File: config.mk
export PLATFORM = sky130hd
export DESIGN_NAME = booth_mul_seq_flat
export DESIGN_NICKNAME = d
export VERILOG_FILES = /design/src/rtl/booth_mul_seq_pkg.sv /design/src/rtl/booth_mul_seq_if.sv /design/src/rtl/booth_mul_seq_booth4_sel.sv /design/src/rtl/booth_mul_seq.sv /design/src/flat_wrapper.sv
export SDC_FILE = /design/constraint.sdc
export NUM_CORES = 1
export LEC_CHECK = 0
export CAP_MARGIN = 0
export CELL_PAD_IN_SITES_DETAIL_PLACEMENT = 1
export CELL_PAD_IN_SITES_GLOBAL_PLACEMENT = 1
export CORE_ASPECT_RATIO = 0.75
export CORE_UTILIZATION = 32
export DETAILED_ROUTE_END_ITERATION = 16
export GPL_TIMING_DRIVEN = 0
export PLACE_DENSITY = 0.73
export SLEW_MARGIN = 20
export SYNTH_ARGS = -nofsm -noshare
export SYNTH_HDL_FRONTEND = slang
export SYNTH_SLANG_ARGS = --single-unit
File: constraint.sdc
create_clock -name clk -period 9.7 [get_ports clk]
set_input_delay 0.97 -clock clk [delete_from_list [all_inputs] [get_ports clk]]
set_output_delay 0.97 -clock clk [all_outputs]
set_load 0.01 [all_outputs]
File: src/rtl/booth_mul_seq_pkg.sv
// rtl/booth_mul_seq_pkg.sv - shared types and helpers for the radix-4 Booth multiplier
package mul_pkg;

  typedef enum logic [1:0] {
    IDLE = 2'd0,
    ACC  = 2'd1,
    DONE = 2'd2
  } state_t;

  typedef enum logic [2:0] {
    ZERO = 3'd0,
    PM   = 3'd1,
    P2M  = 3'd2,
    NM   = 3'd3,
    N2M  = 3'd4
  } booth_digit_t;

  // Number of radix-4 digits needed to cover a width-bit operand extended by two bits
  function automatic int iter_count(input int width);
    return width / 2 + 1;
  endfunction

endpackage

File: src/rtl/booth_mul_seq_if.sv
// rtl/booth_mul_seq_if.sv - operand/product handshake bundle for booth_mul_seq
interface booth_mul_seq_if #(parameter int WIDTH = 32);

  logic                 flush;
  logic                 in_valid;
  logic                 in_ready;
  logic [WIDTH-1:0]     a;
  logic [WIDTH-1:0]     b;
  logic                 is_signed;
  logic                 out_valid;
  logic                 out_ready;
  logic [2*WIDTH-1:0]   c;
  logic                 busy;

  modport master (
    output flush, in_valid, a, b, is_signed, out_ready,
    input  in_ready, out_valid, c, busy
  );

  modport slave (
    input  flush, in_valid, a, b, is_signed, out_ready,
    output in_ready, out_valid, c, busy
  );

endinterface

File: src/rtl/booth_mul_seq_booth4_sel.sv
// rtl/booth_mul_seq_booth4_sel.sv - radix-4 Booth partial product selector
module booth4_sel
  import mul_pkg::*;
#(
  parameter int WIDTH = 32
) (
  input  logic [2:0]       win,
  input  logic [WIDTH+1:0] m,
  output logic [WIDTH+2:0] pp
);

  booth_digit_t     digit;
  logic [WIDTH+2:0] m1;
  logic [WIDTH+2:0] m2;

  // M sign-extended one more bit so 2M and the negations never overflow
  assign m1 = {m[WIDTH+1], m};
  assign m2 = {m, 1'b0};

  // Recode the 3-bit window into a Booth digit
  always_comb begin
    digit = ZERO;
    case (win)
      3'b001, 3'b010: digit = PM;
      3'b011:         digit = P2M;
      3'b100:         digit = N2M;
      3'b101, 3'b110: digit = NM;
      default:        digit = ZERO;
    endcase
  end

  // Select the partial product; negatives are two's complement at full width
  always_comb begin
    pp = '0;
    case (digit)
      PM:      pp = m1;
      P2M:     pp = m2;
      NM:      pp = -m1;
      N2M:     pp = -m2;
      default: pp = '0;
    endcase
  end

endmodule

File: src/rtl/booth_mul_seq.sv
// rtl/booth_mul_seq.sv - sequential radix-4 Booth multiplier, signed/unsigned, valid/ready
module booth_mul_seq
  import mul_pkg::*;
#(
  parameter int WIDTH = 32
) (
  input  logic            clk,
  input  logic            rst,
  booth_mul_seq_if.slave  bus
);

  localparam int ITER = iter_count(WIDTH);
  localparam int CW   = $clog2(ITER);
  localparam int AW   = WIDTH + 3;

  state_t               state;
  logic [CW-1:0]        cnt;
  logic [AW-1:0]        acc;
  logic [AW-1:0]        mulreg;
  logic [WIDTH+1:0]     mcand;
  logic [2*WIDTH-1:0]   c_q;
  logic                 out_valid_q;
  logic                 busy_q;

  logic [WIDTH+1:0]     ext_a;
  logic [WIDTH+1:0]     ext_b;
  logic [AW-1:0]        pp;
  logic [AW-1:0]        sum;
  logic [AW-1:0]        acc_nx;
  logic [AW-1:0]        mul_nx;
  logic [2*WIDTH-1:0]   c_nx;
  logic                 in_ready;
  logic                 accept;

  // Sign- or zero-extend so one datapath covers both modes
  assign ext_a = bus.is_signed ? {{2{bus.a[WIDTH-1]}}, bus.a} : {2'b00, bus.a};
  assign ext_b = bus.is_signed ? {{2{bus.b[WIDTH-1]}}, bus.b} : {2'b00, bus.b};

  assign in_ready = (state == IDLE) | ((state == DONE) & bus.out_ready);
  assign accept   = bus.in_valid & in_ready & ~bus.flush;

  booth4_sel #(.WIDTH(WIDTH)) u_sel (
    .win (mulreg[2:0]),
    .m   (mcand),
    .pp  (pp)
  );

  // Add the partial product, then shift {acc, mulreg} arithmetically right by two
  assign sum    = acc + pp;
  assign acc_nx = {{2{sum[AW-1]}}, sum[AW-1:2]};
  assign mul_nx = {sum[1:0], mulreg[AW-1:2]};

  // After the last shift the product sits one bit up; bit 0 is a leftover multiplier bit
  assign c_nx = {acc_nx[WIDTH-3:0], mul_nx[AW-1:1]};

  assign bus.in_ready  = in_ready;
  assign bus.out_valid = out_valid_q;
  assign bus.c         = c_q;
  assign bus.busy      = busy_q;

  // Control FSM with counter, shift datapath and registered outputs
  always_ff @(posedge clk or negedge rst) begin
    if (!rst) begin
      state       <= IDLE;
      cnt         <= '0;
      acc         <= '0;
      mulreg      <= '0;
      mcand       <= '0;
      c_q         <= '0;
      out_valid_q <= 1'b0;
      busy_q      <= 1'b0;
    end else if (bus.flush) begin
      state       <= IDLE;
      cnt         <= '0;
      out_valid_q <= 1'b0;
      busy_q      <= 1'b0;
    end else begin
      case (state)
        IDLE: begin
          if (accept) begin
            mcand  <= ext_a;
            mulreg <= {ext_b, 1'b0};
            acc    <= '0;
            cnt    <= '0;
            state  <= ACC;
            busy_q <= 1'b1;
          end
        end
        ACC: begin
          acc    <= acc_nx;
          mulreg <= mul_nx;
          cnt    <= cnt + CW'(1);
          if (cnt == CW'(ITER - 1)) begin
            state       <= DONE;
            out_valid_q <= 1'b1;
            c_q         <= c_nx;
          end
        end
        DONE: begin
          if (bus.out_ready) begin
            out_valid_q <= 1'b0;
            if (accept) begin
              mcand  <= ext_a;
              mulreg <= {ext_b, 1'b0};
              acc    <= '0;
              cnt    <= '0;
              state  <= ACC;
            end else begin
              state  <= IDLE;
              busy_q <= 1'b0;
            end
          end
        end
        default: begin
          state  <= IDLE;
          busy_q <= 1'b0;
        end
      endcase
    end
  end

endmodule

File: src/flat_wrapper.sv
// flat-port wrapper written by rule: the top's interface ports become plain ports
module booth_mul_seq_flat import mul_pkg::*;
#(
  parameter int WIDTH = 32
)
  (clk, rst, bus_flush, bus_in_valid, bus_a, bus_b, bus_is_signed, bus_out_ready, bus_in_ready, bus_out_valid, bus_c, bus_busy);
  booth_mul_seq_if #(.WIDTH(WIDTH)) bus_i ();
  input  logic clk;
  input  logic rst;
  input wire logic [$bits(bus_i.flush)-1:0] bus_flush;
  input wire logic [$bits(bus_i.in_valid)-1:0] bus_in_valid;
  input wire logic [$bits(bus_i.a)-1:0] bus_a;
  input wire logic [$bits(bus_i.b)-1:0] bus_b;
  input wire logic [$bits(bus_i.is_signed)-1:0] bus_is_signed;
  input wire logic [$bits(bus_i.out_ready)-1:0] bus_out_ready;
  output wire logic [$bits(bus_i.in_ready)-1:0] bus_in_ready;
  output wire logic [$bits(bus_i.out_valid)-1:0] bus_out_valid;
  output wire logic [$bits(bus_i.c)-1:0] bus_c;
  output wire logic [$bits(bus_i.busy)-1:0] bus_busy;
  assign bus_i.flush = bus_flush;
  assign bus_i.in_valid = bus_in_valid;
  assign bus_i.a = bus_a;
  assign bus_i.b = bus_b;
  assign bus_i.is_signed = bus_is_signed;
  assign bus_i.out_ready = bus_out_ready;
  assign bus_in_ready = bus_i.in_ready;
  assign bus_out_valid = bus_i.out_valid;
  assign bus_c = bus_i.c;
  assign bus_busy = bus_i.busy;
  booth_mul_seq #(.WIDTH(WIDTH)) u_core (.clk(clk), .rst(rst), .bus(bus_i));
endmodule
==> metrics.txt <==
status completed; CTS H-Tree Depth 4; WL final 35800 um; Leakage 0.00587 uW; flops & latches, synth 174; count leader, synth nand2_1; Least-Margin Pin Slew 1.10 ns; Tmin final 5.64 ns; IO Port Bufs 135; Slew Viols, Final 0; vias in the first global route 9911; num rows 57; Arrival @ worst endpoint 5.99 ns; DP Wirelength 27000 um; CTS root buffer clkbuf_16; setup bufs post-CTS 0; post-synthesis simple-gate area fraction 0.180; Psw 1370 uW; clock transition at the registers of the reported paths 0.07 ns; via count 9676; number of cells produced by synthesis 1200; Ports 137; Gate power share 0.470; post-synthesis sequential area ratio 0.408; Pwr Density 239 mW/mm^2; Max VDD drop 0.117 mV; Post-Syn Area 0.0107 mm^2; compound-gate portion of the synthesized area 0.175; syn avg cell area 8.89 um^2; mux contribution to synthesized area 0.0845; setup slack, reg-to-reg 4.06 ns; syn_nets 1308; async set-reset flop share out of synthesis 1.00; period utilization 0.581; initial antenna violation count 0; Die Span Y 160 um; most used flip-flop cell after synthesis dfrtp_1; total congestion overflow 0; startpoint types flop; Clock power frac 0.223; Setup Viol. Count Final 0; Hold WC Path Type reg2reg; initial core utilization 0.327; DR DRC count 0; vias per cell 5.35; Yosys Warn Count 0; Worst R2R Path Depth 21; Adder-Cell Fraction of Synth Area 0.0453; largest net degree at the start of global routing 89; Area growth, synth to finish 23.6%; Crit Path Class reg2reg; Hold WS 0.484 ns; Hold Fails Final Rpt 0; CP Max Fanout 7; post-synth top area share 0.408; GP Congestion 0.915; slew margin rel. 0.261; die area 0.0341 mm^2; DIE WIDTH 213 um; max cap viols 0; Post-synth EDFFs 0; Internal Power 1780 uW; # diodes 0; Seq pwr share 0.306; Sw Share 0.436; setup repair after global routing missed its margin false; Fillers 3807; CTS Hold Buffers Added 0; Worst Hold End u_core.bus.c[61]; drt first pass iters 6; largest family of logic cells by synthesized area simple AND/OR/NAND/NOR gates; share of layout cells above drive strength 1 0.0819; Synth cell types 66; xor/xnor share of the synthesized area 0.0641; WP data required 10.05 ns; list of most frequent post-synthesis cells nand2_1 (245), dfrtp_1 (174), o21ai_0 (115); fmax 177 MHz; ranking of synthesized cells by area dfrtp_1 (41%), nand2_1 (8.6%), o21ai_0 (5.4%), mux2_2 (5.1%), ha_1 (4.3%); CTS Buf Count 17; post-synth top area cell dfrtp_1; latest clock arrival within the worst-skew pair 0.46 ns; clk buf depth 2; clk sinks 174; Final Skew 0.0141 ns; global-route wire length before repair 57300 um; reg2reg end u_core.bus.c[62]; Core Area 0.0326 mm^2; hold_sp u_core.bus.c[61]; # resized after CTS 0; Reg-to-Reg Start u_core.mcand[9]; WL/cell 19.8 um; GRT Total Usage 0.219; hold path depth 2; Final #Nets 1463; aggregate negative setup slack 0 ns; DRT iter0 DRCs 633; CP endpoint kind flop; post-route ant nets 0; TritonCTS clock tree done
## power groups by stage
stage	Combinational [uW]	Sequential [uW]	Clock [uW]
floorplan	1020	944	0
global placement	1410	970	0
detailed placement	1460	974	0
CTS	1470	963	717
global route	1630	983	747
finish	1480	966	703
## sequential cells by signal, summed over array words and instances, names as in the netlist
name,count
u_core.bus.c,64
u_core.mulreg,35
u_core.acc,33
u_core.mcand,33
u_core.cnt,5
u_core.state,2
u_core.bus.busy,1
u_core.bus.out_valid,1
## layout make-up
type                            count  area (um^2)  share of cell area
Multi-Input combinational cell    926         5860               0.445
Sequential cell                   174         4350               0.330
Timing Repair Buffer              136         1380               0.105
Tap cell                          442          553              0.0420
Clock buffer                       17          425              0.0323
Buffer                             77          360              0.0273
Clock inverter                     14          153              0.0116
Inverter                           23         86.3             0.00655
## per-layer routing
layer,up-vias,part of all wire,global-route usage
met4,0,0.011,0.0455
met2,212,0.45,0.328
met1,4907,0.50,0.326
li1,4534,-,-
met5,-,0,0
met3,23,0.046,0.0397
## through the flow
step | std cells | setup slack (ns) | instance area, um^2 | utilization | total power (uW)
5_1_grt | 1809 | 3.71 | 13200 | 0.404 | 3360
2_1_floorplan | 1200 | 5.04 | 10700 | - | 1960
3_3_place_gp | 1777 | 0.0296 | 12600 | 0.386 | 2380
4_1_cts | 1809 | 4.17 | 13200 | 0.404 | 3150
3_5_place_dp | 1778 | 4.18 | 12600 | 0.387 | 2430
6_report | 1809 | 4.06 | 13200 | 0.404 | 3150
## critical path, stage by stage (launching register included)
cell	delay (ns)
dfrtp_1	0.36
clkbuf_1	0.20
or3_1	0.39
or4_1	0.51
buf_2	0.20
or3_2	0.53
nor3_2	0.26
nand2_1	0.13
nand2_1	0.11
xnor2_1	0.09
a221oi_1	0.29
a31oi_1	0.09
ha_1	0.42
a21o_1	0.19
a21o_1	0.17
a21o_1	0.18
nand2_1	0.06
o21ai_0	0.10
or2_2	0.34
o21ai_0	0.45
a21oi_1	0.18
o31ai_1	0.26
## placed cells by master (no fill, tap or decap), types with 9 or more instances in the layout
cell type,n
nor2_1,56
ha_1,37
inv_1,22
nand2_1,245
or3_1,12
mux2i_1,36
mux2_2,48
dfrtp_1,174
a31oi_1,17
a22o_1,11
a21o_1,14
a21oi_1,54
xor2_1,27
clkdlybuf4s50_1,135
clkbuf_1,63
a22oi_1,14
nor3_1,15
a221oi_1,18
a211oi_1,9
nand3_1,36
o21ai_0,115
xnor2_1,51
clkbuf_16,18
nand2b_1,10
or2_2,9
## logic make-up after synthesis
family	Yosys count
AO/OA/AOI/OAI	297
flip-flops	174
adder cells (fa/ha/maj)	38
XOR/XNOR	78
multiplexers	84
AND/OR/NAND/NOR	429
buffers and inverters	100
## worst max path at each step
stage	startpoint	endpoint	slack, ns
finish	u_core.mcand[9]	u_core.bus.c[62]	4.06
global route	u_core.mcand[9]	u_core.bus.c[62]	3.71
CTS	u_core.mcand[9]	u_core.bus.c[62]	4.17
detailed placement	u_core.mcand[9]	u_core.acc[28]	4.18
global placement	rst	u_core.bus.c[39]	0.03
floorplan	u_core.mcand[9]	u_core.bus.c[62]	5.04
Power figures use the tool's default switching activity.
